**config.mk**
```make
export PLATFORM = sky130hd
export DESIGN_NAME = product_accumulator
export DESIGN_NICKNAME = d
export VERILOG_FILES = /design/src/rtl/product_accumulator.sv
export SDC_FILE = /design/constraint.sdc
export NUM_CORES = 1
export LEC_CHECK = 0
export ABC_AREA = 1
export CORE_MARGIN = 1
export CORE_UTILIZATION = 35
export CTS_CLUSTER_DIAMETER = 200
export DETAILED_ROUTE_END_ITERATION = 8
export PLACE_DENSITY = 0.65
export REMOVE_ABC_BUFFERS = 1
export SLEW_MARGIN = 30
export SYNTH_ARGS = -nofsm -noshare
export SYNTH_HDL_FRONTEND = slang
export SYNTH_SLANG_ARGS = --single-unit
```
**constraint.sdc**
```tcl
create_clock -name clk -period 3.3 [get_ports clk]
set_input_delay 0.66 -clock clk [delete_from_list [all_inputs] [get_ports clk]]
set_output_delay 0.66 -clock clk [all_outputs]
set_load 0.05 [all_outputs]
```
**src/rtl/product_accumulator.sv**
```systemverilog
// product_accumulator
//
// Sums COUNT consecutive unsigned 16-bit products into an ACC_W-bit accumulator
// and presents each completed sum as a registered result. Input and output both
// use valid/ready handshakes.
//
// Ports:
//   clk         single clock, all state changes on the rising edge
//   rst_n       synchronous active-low reset
//   clear       synchronous abort, drops the partial sum and any pending result
//   prod_valid  a product is presented on prod
//   prod_ready  a product is accepted this cycle (depends on state and rst_n only)
//   prod        unsigned product, zero-extended into the accumulator
//   res_valid   a completed sum is held on res
//   res_ready   downstream takes res this cycle
//   res         completed sum (registered)
//   res_ovf     sticky carry-out flag for the sum on res (registered)
//
// Configuration:
//   ACC_SATURATE_EN  when defined, a carry out of the accumulator clamps it to
//                    all ones for the rest of the group instead of wrapping.

module product_accumulator #(
    parameter int unsigned ACC_W = 24,
    parameter int unsigned COUNT = 8
) (
    input  logic             clk,
    input  logic             rst_n,
    input  logic             clear,
    input  logic             prod_valid,
    output logic             prod_ready,
    input  logic [15:0]      prod,
    output logic             res_valid,
    input  logic             res_ready,
    output logic [ACC_W-1:0] res,
    output logic             res_ovf
);

    localparam int unsigned CntW = $clog2(COUNT + 1);
    localparam logic [CntW-1:0] CntLast = CntW'(COUNT - 1);

    typedef enum logic [0:0] {StAccum, StHold} state_e;

    state_e           state_q, state_d;
    logic [ACC_W-1:0] acc_q, acc_d;
    logic [CntW-1:0]  cnt_q, cnt_d;
    logic             ovf_q, ovf_d;
    logic [ACC_W-1:0] res_q, res_d;
    logic             res_ovf_q, res_ovf_d;

    logic             accept;
    logic             last;
    logic [ACC_W:0]   sum;
    logic             carry;
    logic [ACC_W-1:0] acc_add;

    // Datapath helpers
    assign accept = (state_q == StAccum) && prod_valid;
    assign last   = (cnt_q == CntLast);
    assign sum    = {1'b0, acc_q} + {{(ACC_W - 15){1'b0}}, prod};
    assign carry  = sum[ACC_W];

`ifdef ACC_SATURATE_EN
    // Once clamped, any non-zero add carries again, so acc stays at all ones.
    assign acc_add = carry ? {ACC_W{1'b1}} : sum[ACC_W-1:0];
`else
    assign acc_add = sum[ACC_W-1:0];
`endif

    // State register
    always_ff @(posedge clk) begin
        if (!rst_n) begin
            state_q <= StAccum;
        end else begin
            state_q <= state_d;
        end
    end

    // Next-state logic
    always_comb begin
        state_d = state_q;
        unique case (state_q)
            StAccum: if (accept && last) state_d = StHold;
            StHold:  if (res_ready)      state_d = StAccum;
        endcase
        if (clear) begin
            state_d = StAccum;
        end
    end

    // Outputs
    always_comb begin
        prod_ready = rst_n && (state_q == StAccum);
        res_valid  = (state_q == StHold);
        res        = res_q;
        res_ovf    = res_ovf_q;
    end

    // Accumulator / result next-state
    always_comb begin
        acc_d     = acc_q;
        cnt_d     = cnt_q;
        ovf_d     = ovf_q;
        res_d     = res_q;
        res_ovf_d = res_ovf_q;
        if (clear) begin
            acc_d     = '0;
            cnt_d     = '0;
            ovf_d     = 1'b0;
            res_d     = '0;
            res_ovf_d = 1'b0;
        end else if (accept) begin
            if (last) begin
                // Final product: publish the sum and restart the group at zero.
                res_d     = acc_add;
                res_ovf_d = ovf_q | carry;
                acc_d     = '0;
                cnt_d     = '0;
                ovf_d     = 1'b0;
            end else begin
                acc_d = acc_add;
                cnt_d = cnt_q + 1'b1;
                ovf_d = ovf_q | carry;
            end
        end
    end

    always_ff @(posedge clk) begin
        if (!rst_n) begin
            acc_q     <= '0;
            cnt_q     <= '0;
            ovf_q     <= 1'b0;
            res_q     <= '0;
            res_ovf_q <= 1'b0;
        end else begin
            acc_q     <= acc_d;
            cnt_q     <= cnt_d;
            ovf_q     <= ovf_d;
            res_q     <= res_d;
            res_ovf_q <= res_ovf_d;
        end
    end

endmodule

```
==> metrics.txt <==
# DRC 0; Hold Buf Count CTS 0; commonest cells in the synthesized netlist nand2_1 (198), inv_1 (67), dfxtp_1 (55); post-synth top area share 32.2%; initial antenna violation count 0; Yosys reg bits 55; Final period util 82.4%; ys async rst share 0%; endpoint class of the critical path output pin; layout cells sized above 1 9.29%; cts bufs inserted 5; largest net degree at the start of global routing 29; clock buffer depth 2; Final setup viols 0; Post-synth EDFFs 0; clock sinks 55; Fin Setup TNS 0 ns; Clk Latency, worst-skew pair 0.31 ns; critical path fanouts, max 2; Hold WC Path Type reg2reg; Cell variety after synth 33; Root Driver clkbuf_8; core area 9370 um^2; CTS tree yes; GRT Total Usage 18.1%; post-CTS resize count 0; vias 3312; Max IR drop VDD 167 uV; vias in the first global route 3267; post-CTS setup buffer count 0; # port buffers 47; die span in y 101 um; die boundary width 101 um; Synth area leader dfxtp_1; Avg Inst Size Synth 6.45 um^2; n_diodes 0; iteration-0 DRC count of the detailed router 134; Synth Flop Type dfxtp_1; row cnt 35; Pwr per Cell Area 309 nW/um^2; H-tree depth 2; Setup Skew 0.00867 ns; Layout Area Growth over Synthesis 20.4%; GRT Residual Overflow 0; drt pass-1 iters 4; Starting Density 36.5%; max_cap viols 0; Post-DRT Antenna Nets 0; post-synthesis sequential area ratio 32.2%; Yosys Warn Count 0; layout net count 619; CTS clk-pin slew, worst paths 0.09 ns; RSZ-0062 raised after global routing no; setup ws final 0.581 ns; leakage 1.93 nW; final slew viol count 0; hpwl dp 6720 um; final number of hold-violating endpoints 0; routability cong. 0.899; Tmin final 2.72 ns; startpoint class of the critical path input port; Worst slew margin 60.4%; synthesized instance count 531; WL per Instance 12.0 um; first-pass GRT wire length 14800 um; drt via density 4.66; critical path class in2out; final WL 8540 um; Mapped Area 3420 um^2; Worst Tran Pin Value 0.593 ns; num ports 48; die footprint 10200 um^2; status completed; most common cell in the netlist nand2_1; Critical Path AT 2.06 ns; Max Freq 0.368 GHz; Worst Path Required 2.64 ns; synth top area cells dfxtp_1 (32%), nand2_1 (22%), inv_1 (7.3%), nand3_1 (7.0%), ha_1 (6.2%); Place WS 0.550 ns
## cell usage in the layout, fill, tap and decap left out, types with 2 or more instances in the layout
cell,n
nand3b_1,7
nand3_2,2
inv_2,6
a21oi_1,34
or2_2,4
nand3_1,48
nand2_1,198
nor2_1,26
o21ai_0,4
xor2_1,6
nor3_2,2
a22o_1,4
nand2_2,9
nor3_1,2
nor2_2,12
inv_1,67
clkdlybuf4s50_1,47
buf_4,6
nor2_4,2
clkbuf_8,5
dfxtp_1,55
nand4_1,5
ha_1,17
## critical path: stages
cell and delay (ns):
clkdlybuf4s50_1 0.45, inv_1 0.05, nor2_1 0.09, clkdlybuf4s50_1 0.81
## kinds of logic after synthesis
| group | share of synthesized area [%] |
|---|---|
| AND/OR/NAND/NOR | 41.5 |
| buffers and inverters | 9.90 |
| flip-flops | 32.2 |
| AO/OA/AOI/OAI | 7.86 |
| adder cells (fa/ha/maj) | 6.80 |
| XOR/XNOR | 1.79 |
## cell type report
cell class	count	area, um^2
Inverter	73	274
Fill cell	995	5250
Clock inverter	2	12.5
Sequential cell	55	1100
Multi-Input combinational cell	392	1980
Tap cell	129	161
Timing Repair Buffer	53	515
Clock buffer	6	72.6
## metal layers
layer	global-route usage (%)	part of all wire, %	vias up
met5	0	0	-
met4	3.90	0.73	0
met3	2.43	4.8	6
met2	31.2	45	78
met1	23.9	50	1461
li1	-	-	1767
## state kept, by name, summed over array words and instances (netlist names)
| name | flops |
|---|---|
| acc_q | 24 |
| cnt_q | 4 |
| ovf_q | 1 |
| res | 24 |
| res_ovf | 1 |
| res_valid | 1 |
## path summary, 6_finish.rpt
check / cells after the start / endpoint / from / slack (ns)
min reg2reg: 2 / res[1] / res[1] / 0.46
max reg2reg: 11 / acc_q[20] / acc_q[0] / 1.34
min: 2 / res[1] / res[1] / 0.46
max: 4 / prod_ready / rst_n / 0.58
## where the power goes
group / leakage [nW] / internal, W / total [W] / switching [W]
clock network: 0.0412 / 0.000149 / 0.000369 / 0.000220
logic: 1.45 / 0.0000852 / 0.000226 / 0.000141
registers: 0.445 / 0.000673 / 0.000679 / 0.00000575
total: 1.93 / 0.000907 / 0.00127 / 0.000367
## per-stage QoR
stage          power (W)  instance area, um^2  cells  util (%)  hold slack [ns]
4_1_cts          0.00130                 4120    710      44.0            0.461
3_5_place_dp    0.000918                 4040    702      43.1            0.441
2_1_floorplan   0.000844                 3360    520         -            0.449
5_1_grt          0.00135                 4120    710      44.0            0.490
3_3_place_gp    0.000914                 4040    702      43.1            0.436
6_report         0.00127                 4120    710      44.0            0.456
(Power assumes the default switching activity.)
